`config.mk`:
```
export PLATFORM = sky130hd
export DESIGN_NAME = pvt_measure_scheduler_flat
export DESIGN_NICKNAME = d
export VERILOG_FILES = /design/src/rtl/pvt_measure_scheduler_if.sv /design/src/rtl/pvt_measure_scheduler.sv /design/src/flat_wrapper.sv
export SDC_FILE = /design/constraint.sdc
export NUM_CORES = 1
export LEC_CHECK = 0
export CORE_ASPECT_RATIO = 1.75
export CORE_MARGIN = 2
export CORE_UTILIZATION = 28
export CTS_BUF_LIST = sky130_fd_sc_hd__clkbuf_16
export CTS_CLUSTER_SIZE = 14
export DETAILED_ROUTE_END_ITERATION = 7
export PLACE_DENSITY = 0.59
export SYNTH_ARGS = -nofsm -noshare
export SYNTH_HDL_FRONTEND = slang
export SYNTH_SLANG_ARGS = --single-unit
```
`constraint.sdc`:
```
create_clock -name clk -period 3.9 [get_ports clk]
set_input_delay 0.78 -clock clk [delete_from_list [all_inputs] [get_ports clk]]
set_output_delay 0.78 -clock clk [all_outputs]
set_load 0.01 [all_outputs]
```
`src/rtl/pvt_measure_scheduler_if.sv`:
```
// Monitor control plane and result handshake of the PVT measurement scheduler.
// master = scheduler side, slave = monitors plus result consumer.
interface pvt_measure_scheduler_if #(
    parameter int NUM_CH    = 4,
    parameter int CNT_WIDTH = 8,
    parameter int CH_W      = (NUM_CH > 1) ? $clog2(NUM_CH) : 1
);
    logic [NUM_CH-1:0]           mon_start;
    logic [NUM_CH*CNT_WIDTH-1:0] mon_cnt;
    logic                        res_valid;
    logic                        res_ready;
    logic [CH_W-1:0]             res_ch;
    logic [CNT_WIDTH-1:0]        res_data;
    logic                        res_sat;

    modport master (
        output mon_start,
        input  mon_cnt,
        output res_valid,
        input  res_ready,
        output res_ch,
        output res_data,
        output res_sat
    );

    modport slave (
        input  mon_start,
        output mon_cnt,
        input  res_valid,
        output res_ready,
        input  res_ch,
        input  res_data,
        input  res_sat
    );
endinterface

```
`src/rtl/pvt_measure_scheduler.sv`:
```
// Round-robin sequencer for delay-chain PVT monitors: starts each masked
// channel, averages 2^LOG2_AVG samples and hands one result per channel out.
module pvt_measure_scheduler #(
    parameter int NUM_CH    = 4,
    parameter int CNT_WIDTH = 8,
    parameter int START_CYC = 2,
    parameter int WAIT_CYC  = 300,
    parameter int LOG2_AVG  = 2,
    parameter int CH_W      = (NUM_CH > 1) ? $clog2(NUM_CH) : 1
) (
    input  logic                  clk,
    input  logic                  rst,
    input  logic                  enable,
    input  logic                  single_shot,
    input  logic [NUM_CH-1:0]     ch_mask,
    output logic                  busy,
    output logic                  sweep_done,
    pvt_measure_scheduler_if.master bus
);
    localparam int ACC_W   = CNT_WIDTH + LOG2_AVG;
    localparam int IDX_W   = (LOG2_AVG > 0) ? LOG2_AVG : 1;
    localparam int CYC_MAX = (START_CYC > WAIT_CYC) ? START_CYC : WAIT_CYC;
    localparam int CYC_W   = $clog2(CYC_MAX + 1);

    localparam logic [IDX_W-1:0]  LAST_IDX   = IDX_W'((1 << LOG2_AVG) - 1);
    localparam logic [CYC_W-1:0]  START_LAST = CYC_W'(START_CYC - 1);
    localparam logic [CYC_W-1:0]  WAIT_LAST  = CYC_W'(WAIT_CYC - 1);
    localparam logic [NUM_CH-1:0] ONE        = NUM_CH'(1);

    typedef enum logic [2:0] {
        IDLE, START, WAIT, SAMPLE, OUTPUT
    } state_e;

    state_e               state_q;
    logic [NUM_CH-1:0]    mask_q;
    logic [NUM_CH-1:0]    mon_start_q;
    logic                 cont_q;
    logic [CH_W-1:0]      ch_q;
    logic [CYC_W-1:0]     cyc_q;
    logic [IDX_W-1:0]     idx_q;
    logic [ACC_W-1:0]     acc_q;
    logic                 sat_q;
    logic                 res_valid_q;
    logic [CH_W-1:0]      res_ch_q;
    logic [CNT_WIDTH-1:0] res_data_q;
    logic                 res_sat_q;
    logic                 busy_q;
    logic                 done_q;

    // Returns {found, index} of the lowest set bit at or above 'from'.
    function automatic logic [CH_W:0] first_set(
        input logic [NUM_CH-1:0] m,
        input int                from
    );
        logic [CH_W:0] r;
        r = '0;
        for (int i = NUM_CH - 1; i >= 0; i--) begin
            if (i >= from && m[i]) begin
                r = {1'b1, CH_W'(i)};
            end
        end
        return r;
    endfunction

    logic [CNT_WIDTH-1:0] slice;
    logic                 slice_sat;
    logic [ACC_W-1:0]     acc_sum;
    logic [CNT_WIDTH-1:0] avg;
    logic [CH_W:0]        nxt_ch;
    logic [CH_W:0]        new_ch;

    always_comb begin
        slice = '0;
        for (int k = 0; k < NUM_CH; k++) begin
            if (ch_q == CH_W'(k)) begin
                slice = bus.mon_cnt[k*CNT_WIDTH +: CNT_WIDTH];
            end
        end
        slice_sat = &slice;
        acc_sum   = acc_q + ACC_W'(slice);
        avg       = CNT_WIDTH'(acc_sum >> LOG2_AVG);
        nxt_ch    = first_set(mask_q, int'(ch_q) + 1);
        new_ch    = first_set(ch_mask, 0);
    end

    always_ff @(posedge clk or posedge rst) begin
        if (rst) begin
            state_q     <= IDLE;
            mask_q      <= '0;
            mon_start_q <= '0;
            cont_q      <= 1'b0;
            ch_q        <= '0;
            cyc_q       <= '0;
            idx_q       <= '0;
            acc_q       <= '0;
            sat_q       <= 1'b0;
            res_valid_q <= 1'b0;
            res_ch_q    <= '0;
            res_data_q  <= '0;
            res_sat_q   <= 1'b0;
            busy_q      <= 1'b0;
            done_q      <= 1'b0;
        end else begin
            done_q <= 1'b0;
            unique case (state_q)
                IDLE: begin
                    if ((enable || single_shot) && new_ch[CH_W]) begin
                        mask_q      <= ch_mask;
                        cont_q      <= enable;
                        ch_q        <= new_ch[CH_W-1:0];
                        mon_start_q <= ONE << new_ch[CH_W-1:0];
                        cyc_q       <= '0;
                        busy_q      <= 1'b1;
                        state_q     <= START;
                    end
                end
                START: begin
                    if (cyc_q == START_LAST) begin
                        cyc_q       <= '0;
                        mon_start_q <= '0;
                        state_q     <= WAIT;
                    end else begin
                        cyc_q <= cyc_q + 1'b1;
                    end
                end
                WAIT: begin
                    if (cyc_q == WAIT_LAST) begin
                        cyc_q   <= '0;
                        state_q <= SAMPLE;
                    end else begin
                        cyc_q <= cyc_q + 1'b1;
                    end
                end
                SAMPLE: begin
                    acc_q <= acc_sum;
                    sat_q <= sat_q | slice_sat;
                    if (idx_q == LAST_IDX) begin
                        res_valid_q <= 1'b1;
                        res_ch_q    <= ch_q;
                        res_data_q  <= avg;
                        res_sat_q   <= sat_q | slice_sat;
                        state_q     <= OUTPUT;
                    end else begin
                        idx_q       <= idx_q + 1'b1;
                        mon_start_q <= ONE << ch_q;
                        state_q     <= START;
                    end
                end
                OUTPUT: begin
                    // After the handshake, one cycle is spent choosing what follows.
                    if (res_valid_q) begin
                        if (bus.res_ready) begin
                            res_valid_q <= 1'b0;
                            acc_q       <= '0;
                            idx_q       <= '0;
                            sat_q       <= 1'b0;
                        end
                    end else if (nxt_ch[CH_W]) begin
                        ch_q        <= nxt_ch[CH_W-1:0];
                        mon_start_q <= ONE << nxt_ch[CH_W-1:0];
                        state_q     <= START;
                    end else begin
                        done_q <= 1'b1;
                        if (cont_q && enable && new_ch[CH_W]) begin
                            mask_q      <= ch_mask;
                            ch_q        <= new_ch[CH_W-1:0];
                            mon_start_q <= ONE << new_ch[CH_W-1:0];
                            state_q     <= START;
                        end else begin
                            busy_q  <= 1'b0;
                            state_q <= IDLE;
                        end
                    end
                end
                default: state_q <= IDLE;
            endcase
        end
    end

    assign bus.mon_start = mon_start_q;
    assign bus.res_valid = res_valid_q;
    assign bus.res_ch    = res_ch_q;
    assign bus.res_data  = res_data_q;
    assign bus.res_sat   = res_sat_q;
    assign busy          = busy_q;
    assign sweep_done    = done_q;
endmodule

```
`src/flat_wrapper.sv`:
```
// flat-port wrapper written by rule: the top's interface ports become plain ports
module pvt_measure_scheduler_flat 
#(
    parameter int NUM_CH    = 4,
    parameter int CNT_WIDTH = 8,
    parameter int START_CYC = 2,
    parameter int WAIT_CYC  = 300,
    parameter int LOG2_AVG  = 2,
    parameter int CH_W      = (NUM_CH > 1) ? $clog2(NUM_CH) : 1
)
  (clk, rst, enable, single_shot, ch_mask, busy, sweep_done, bus_mon_start, bus_mon_cnt, bus_res_valid, bus_res_ready, bus_res_ch, bus_res_data, bus_res_sat);
  pvt_measure_scheduler_if #(.NUM_CH(NUM_CH), .CNT_WIDTH(CNT_WIDTH), .CH_W(CH_W)) bus_i ();
  input  logic clk;
  input  logic rst;
  input  logic enable;
  input  logic single_shot;
  input  logic [NUM_CH-1:0] ch_mask;
  output logic busy;
  output logic sweep_done;
  output wire logic [$bits(bus_i.mon_start)-1:0] bus_mon_start;
  input wire logic [$bits(bus_i.mon_cnt)-1:0] bus_mon_cnt;
  output wire logic [$bits(bus_i.res_valid)-1:0] bus_res_valid;
  input wire logic [$bits(bus_i.res_ready)-1:0] bus_res_ready;
  output wire logic [$bits(bus_i.res_ch)-1:0] bus_res_ch;
  output wire logic [$bits(bus_i.res_data)-1:0] bus_res_data;
  output wire logic [$bits(bus_i.res_sat)-1:0] bus_res_sat;
  assign bus_mon_start = bus_i.mon_start;
  assign bus_i.mon_cnt = bus_mon_cnt;
  assign bus_res_valid = bus_i.res_valid;
  assign bus_i.res_ready = bus_res_ready;
  assign bus_res_ch = bus_i.res_ch;
  assign bus_res_data = bus_i.res_data;
  assign bus_res_sat = bus_i.res_sat;
  pvt_measure_scheduler #(.NUM_CH(NUM_CH), .CNT_WIDTH(CNT_WIDTH), .START_CYC(START_CYC), .WAIT_CYC(WAIT_CYC), .LOG2_AVG(LOG2_AVG), .CH_W(CH_W)) u_core (.clk(clk), .rst(rst), .enable(enable), .single_shot(single_shot), .ch_mask(ch_mask), .busy(busy), .sweep_done(sweep_done), .bus(bus_i));
endmodule
```
==> summary.txt, run 1 <==
Power
  – Pwr/cell area: 288 nW/um^2
  – Tot Pwr: 1.13 mW
  – Leak Pwr: 1.65 nW
  – Worst vdd ir: 0.000227 V

Timing
  – Slack of the critical path: ~770 ps
  – Max Fclk: roughly 0.32 GHz
  – Setup tns final: 0 ps
  – Clk_skew: around 2.7 ps
  – Worst hold margin: about 480 ps
  – Unrepaired setup endpoints after global routing: no
  – Slew headroom: 29.2%
  – Final setup fails: 0
  – Worst Max-Slew Pin Slew: 1060 ps
  – Slew Viols, Final: 0
  – Final period utilization: 80.2%
  – Min cycle time layout: 3130 ps
  – Final Hold Fails: 0

Synth
  – Register area share after synthesis: 39.8%
  – Ys flop type: dfrtp_1
  – Cells after synthesis: 313
  – Yosys cell types: 64
  – Mapped Nets: 366
  – Yosys warning count: 0
  – FFs w/ async S/R, synth: 100%
  – EDFF count, synth: 0
  – Syn_area_per_cell: ~10 um^2
  – Synthesized cell area: 3080 um^2
  – Number of synthesized register bits: between 40 and 50

Critical path
  – Max FO, Critical Path: 4
  – CP required: around 4100 ps
  – CP Depth: 10
  – Family with the most delay on the worst path: compound AO/OA/AOI/OAI gates
  – Kind of critical path: in2reg
  – CP cell instances: clkdlybuf4s50_1 > mux4_2 > ha_1 > inv_1 > fa_1 > nor2b_1 > o31a_1 > o41a_1 > o311a_1 > a21oi_1
  – CP Launch Type: input port
  – Largest stage delay, worst path: 500 ps
  – R2R depth: 9
  – Worst path bufs/invs: 2
  – Slowest-stage cell, CP: mux4_2
  – CP Capture Type: flip-flop
  – Critical Path AT: 3350 ps

Detailed routing
  – Final ANT Viol Nets: 0
  – Drt pass-1 iters: 4
  – Total wire length: 8.15 mm
  – Detailed-route via count: 2628
  – Drt via density: 5.29
  – WL/cell: 16.4 um
  – Post-route DRC: 0
  – First-iteration detailed-routing DRC count: 78

Global routing
  – Number of global-route vias before repair: about 2800
  – Initial antenna violation count: 1
  – First-pass GRT wire length: 13.2 mm
  – Largest net degree at the start of global routing: 50
  – Overall global routing resource usage: 13.8%
  – Grt total ovfl: 0

Floorplan
  – IO Pins: 59
  – Die ar.: 11900 um^2
  – Die height: 143 um
  – Core Region: 10700 um^2
  – Die X: 83.3 um
  – Starting Density: 28.8%
  – Cell Rows: 50

Cells and area
  – Area occupied by multi-input gates: 1730 um^2
  – P&R area growth vs syn: 27.7%
  – Fraction of layout cells with a size suffix above 1: 9.81%
  – Post-layout util: between 30% and 40%
  – # diodes: 0
  – Post-Layout Cell Count: ~500
  – Fillers: 1081
  – Commonest cells after routing, fill and taps aside: clkdlybuf4s50_1 (58), dfrtp_1 (49), nand2_1 (32)
  – Final nets: 419
  – Flip-flop and latch area: between 1000 and 1500 um^2
  – Commonest non-fill, non-tap cell in the layout: clkdlybuf4s50_1
  – Design area: 3940 um^2

Hold path
  – Worst hold stages: 2
  – Worst Hold Class: reg2reg

Clock tree
  – Clk_lat worst skew: 290 ps
  – Quantity of gates resized following cts: 0
  – CTS Buf Count: 5
  – Cts hold-fix bufs: 0
  – H-tree levels: 2
  – Clock Pin Slew Worst Setup and Hold Paths: around 60 ps
  – Bufs on Longest Clock Path: 2
  – Root Buffer: clkbuf_16
  – CTS tree: yes
  – Setup bufs post-CTS: 0
  – Clock tree sinks: 49

Placement
  – Cells after DPL: between 400 and 500
  – Number of port buffers: 58
  – Pre-CTS setup slack: 499 ps
  – DP Area: between 3000 and 4000 um^2
  – Gpl congestion: approximately 0.83
  – HPWL after DPL: 6.19 mm

Flow run
  – Max Cap Violations: 0

Outcome
  – Status: finished clean
final cells by class:
class                   instances  area share, %
clock inverters                 3          0.954
repair buffers                 59           14.9
multi-input cells             234           44.0
clock buffers                   5           3.18
inverters                      17           1.62
well taps                     130           4.13
flip-flops and latches         49           31.2
logic make-up (layout without fill, tap and decap cells):
kind of cell | Yosys count | after routing | synth area share, %
AOI/OAI and AO/OA | 100 | 100 | 22.1
and+or+nand+nor | 97 | 97 | 16.9
muxes | 19 | 19 | 10.3
adders and majority gates | 12 | 12 | 5.12
buffers and inverters | 30 | 84 | 4.02
xor gates and xnor gates | 6 | 6 | 1.71
DFF | 49 | 49 | 39.8
cell usage after synthesis (all sizes together) (2+ instances only):
library cell	instances	area (um^2)
a211oi	3	22.5
a21o	6	46.3
a21oi	16	91.3
a22o	2	17.5
a31oi	2	12.5
a32o	2	20.0
and3	7	45.1
buf	7	37.5
clkbuf	6	22.5
dfrtp	49	1230
ha	11	138
inv	17	63.8
mux2	10	128
mux4	8	180
nand2	32	120
nand2b	4	25.0
nand3	9	45.0
nand4	4	25.0
nor2	16	60.1
nor2b	5	31.3
nor3	5	36.3
nor3b	4	41.3
nor4	3	25.0
o211a	2	20.0
o211ai	3	22.5
o21a	8	60.1
o21ai	30	154
o22ai	5	31.3
o31a	2	17.5
o31ai	6	50.1
o41ai	2	17.5
xor2	6	52.6
per-layer routing:
metal	wire, um	share of wire, %	GRT usage (%)
met1	3300	41	14.9
met2	4270	52	25.6
met3	369	4.5	3.18
met4	191	2.3	5.87
met5	13	0.16	0
path summary, 6_finish.rpt:
path	start	endpoint	slack, ps
worst min-delay path	u_core.bus.res_data[3]$_DFFE_PP0P_	u_core.bus.res_data[3]$_DFFE_PP0P_	480
max in group asynchronous	rst	u_core.bus.res_data[0]$_DFFE_PP0P_	2170
worst max register to register	u_core.ch_q[0]$_DFFE_PP0P_	u_core.acc_q[8]$_DFFE_PP0P_	860
worst min register to register	u_core.bus.res_data[3]$_DFFE_PP0P_	u_core.bus.res_data[3]$_DFFE_PP0P_	480
min in group asynchronous	rst	u_core.cyc_q[3]$_DFFE_PP0P_	1060
worst max-delay path	bus_mon_cnt[24]	u_core.acc_q[8]$_DFFE_PP0P_	770
power by group:
part | switching (mW) | total (mW) | internal, mW
registers | 0.00311 | 0.516 | 0.513
logic | 0.0627 | 0.131 | 0.0685
clock network | 0.186 | 0.484 | 0.298
worst reg2reg max path, stage by stage (launching register included):
cell and delay [ps]:
dfrtp_1 700, mux4_2 610, ha_1 230, inv_1 80
fa_1 210, nor2b_1 70, o31a_1 280, o41a_1 370
o311a_1 300, a21oi_1 110
sequential cells by signal (all words and copies together), names as in the netlist, 2 cells and up:
signal                count
u_core.idx_q              2
u_core.mask_q             3
u_core.bus.res_ch         2
u_core.bus.mon_start      4
u_core.ch_q               2
u_core.acc_q             10
u_core.cyc_q              9
u_core.bus.res_data       8
u_core.state_q            3
No activity file was read; power rests on OpenSTA's default activity.
==> inputs of run 2 (changes only) <==
- clock period: 3.9 -> 3.2 ns (I/O delays scaled with it)
==> summary.txt, run 2 (synthesis gave the netlist of run 1 again) <==
Floorplan
  – Die ar.: 11900 um^2 (unchanged)
  – Cell Rows: 50 (unchanged)
  – Starting Density: 28.8% (unchanged)
  – Core Region: 10700 um^2 (unchanged)
  – Die height: 143 um (unchanged)
  – Die X: 83.3 um (unchanged)
  – IO Pins: 59 (unchanged)

Timing
  – Slack of the critical path: 269 ps (-502 ps)
  – Slew headroom: 60.7% (+31 points)
  – Clk_skew: 4.49 ps (+1.75 ps)
  – Min cycle time layout: 2930 ps
  – Unrepaired setup endpoints after global routing: no
  – Worst Max-Slew Pin Slew: 587 ps (-474 ps)
  – Max Fclk: between 0.3 and 0.4 GHz
  – Final Hold Fails: 0 (unchanged)
  – Slew Viols, Final: 0 (unchanged)
  – Final period utilization: 91.6%
  – Final setup fails: 0 (unchanged)

Cells and area
  – Fillers: 1085 (+0.37%)
  – Commonest non-fill, non-tap cell in the layout: clkdlybuf4s50_1
  – Commonest cells after routing, fill and taps aside: clkdlybuf4s50_1 (58), dfrtp_1 (49), nand2_1 (32)
  – # diodes: 0 (unchanged)
  – Final nets: 426 (+1.7%)
  – Post-layout util: 37.3% (+0.47 points)
  – Max reg flops: 10 (unchanged)
  – Largest reg by FF count: u_core.acc_q
  – P&R area growth vs syn: 29.3%
  – Fraction of layout cells with a size suffix above 1: 11.8% (+2.0 points)
  – Post-Layout Cell Count: 503 (+1.2%)
  – Design area: 3990 um^2 (+1.3%)

Placement
  – Number of port buffers: 58 (unchanged)
  – HPWL after DPL: 6.53 mm (+5.4%)
  – Gpl congestion: 0.847 (+1.8%)
  – DP Area: 3820 um^2 (+1.4%)
  – Cells after DPL: 496 (+1.4%)
  – Pre-CTS setup slack: -23.5 ps (-523 ps)

Critical path
  – Max FO, Critical Path: 4 (unchanged)
  – Kind of critical path: in2reg
  – CP cell instances: clkdlybuf4s50_1 > mux4_2 > ha_1 > inv_1 > fa_1 > nor2b_1 > o31a_1 > o41a_1 > o21a_1 > o31ai_1
  – Largest stage delay, worst path: 500 ps (about the same)
  – Family with the most delay on the worst path: compound AO/OA/AOI/OAI gates
  – CP required: 3390 ps (-730 ps)
  – Slowest-stage cell, CP: mux4_2
  – Critical Path AT: 3120 ps (-230 ps)
  – CP Capture Type: flip-flop
  – CP Launch Type: input port
  – Worst path bufs/invs: 2 (unchanged)

Clock tree
  – Clk_lat worst skew: 290 ps (about the same)
  – Quantity of gates resized following cts: 0 (unchanged)
  – Clock tree sinks: 49 (unchanged)
  – Root Buffer: clkbuf_16
  – Setup bufs post-CTS: 0 (unchanged)
  – CTS Buf Count: 5 (unchanged)
  – Cts hold-fix bufs: 0 (unchanged)
  – CTS tree: yes
  – H-tree levels: 2 (unchanged)
  – Bufs on Longest Clock Path: 2 (unchanged)
  – Clock Pin Slew Worst Setup and Hold Paths: 60 ps (about the same)

Flow run
  – Max Cap Violations: 0 (unchanged)

Power
  – Worst vdd ir: 0.000187 V (-18%)
  – Leak Pwr: 1.68 nW (+1.9%)
  – Pwr/cell area: 347 nW/um^2 (+21%)
  – Tot Pwr: 1.38 mW (+22%)

Detailed routing
  – First-iteration detailed-routing DRC count: 103 (+32%)
  – Post-route DRC: 0 (unchanged)
  – Drt pass-1 iters: 5 (+1)
  – Total wire length: 8.25 mm (+1.2%)
  – Detailed-route via count: 2661 (+1.3%)
  – WL/cell: 16.4 um (about the same)
  – Final ANT Viol Nets: 0 (unchanged)
  – Drt via density: 5.29 (about the same)

Global routing
  – Largest net degree at the start of global routing: 21 (-58%)
  – Initial antenna violation count: 0 (-1)
  – First-pass GRT wire length: 13.8 mm (+4.7%)
  – Met2 global-route usage: 26.8% (+1.2 points)
  – GR peak layer: met2
  – Grt total ovfl: 0 (unchanged)
  – Overall global routing resource usage: 14.5% (+0.71 points)
  – Number of global-route vias before repair: 2811 (+1.4%)
  – Met1 GRT Util: 15.4% (+0.55 points)
  – GR Layer Usage met3: 4.10% (+0.92 points)

Outcome
  – Status: finished clean

Hold path
  – Worst Hold Class: reg2reg
## run 2: path summary, 6_finish.rpt
check                                                    from                                  to  slack [ps]  cells past startpoint
setup / recovery                              bus_mon_cnt[24]  u_core.bus.res_data[6]$_DFFE_PP0P_         270                     10
hold / removal             u_core.bus.res_data[3]$_DFFE_PP0P_  u_core.bus.res_data[3]$_DFFE_PP0P_         480                      2
setup reg to reg                   u_core.ch_q[0]$_DFFE_PP0P_  u_core.bus.res_data[6]$_DFFE_PP0P_         310                      8
hold reg to reg            u_core.bus.res_data[3]$_DFFE_PP0P_  u_core.bus.res_data[3]$_DFFE_PP0P_         480                      2
max in group asynchronous                                 rst    u_core.bus.res_ch[1]$_DFFE_PP0P_        1930                      3
min in group asynchronous                                 rst         u_core.cyc_q[2]$_DFFE_PP0P_         670                      2
## run 2: where the power goes
group	leakage (nW)	switching [mW]	total, mW	internal (mW)
combinational	1.01	0.0761	0.164	0.0881
clock	0.0797	0.228	0.591	0.363
sequential	0.589	0.00382	0.630	0.626
total	1.68	0.308	1.38	1.08
## run 2: layer usage
layer / up-vias / routed length (um) / part of all wire (%)
met5: - / 0 / 0
met4: 0 / 139 / 1.7
met3: 14 / 519 / 6.3
met2: 64 / 4450 / 54
met1: 1299 / 3140 / 38
li1: 1284 / - / -
## run 2: per-stage QoR
| step | hold WS (ps) | setup TNS [ps] |
|---|---|---|
| 6_report | 479 | 0 |
| 5_1_grt | 507 | 0 |
| 4_1_cts | 487 | 0 |
| 3_5_place_dp | 473 | -55.9 |
| 3_3_place_gp | 463 | 0 |
| 2_1_floorplan | 455 | 0 |
## run 2: area by class of cell
| class | count | area (um^2) | share of cell area (%) |
|---|---|---|---|
| Tap cell | 130 | 163 | 4.08 |
| Sequential cell | 49 | 1230 | 30.8 |
| Clock inverter | 2 | 35.0 | 0.879 |
| Clock buffer | 5 | 125 | 3.14 |
| Multi-Input combinational cell | 234 | 1730 | 43.5 |
| Inverter | 17 | 63.8 | 1.60 |
| Timing Repair Buffer | 66 | 641 | 16.1 |
## run 2: worst min-delay path, delay by kind of cell (launching register included)
family / cells / cell delay (ps)
flip-flops: 1 / 340
AO/OA/AOI/OAI: 1 / 60
AND/OR/NAND/NOR: 1 / 40
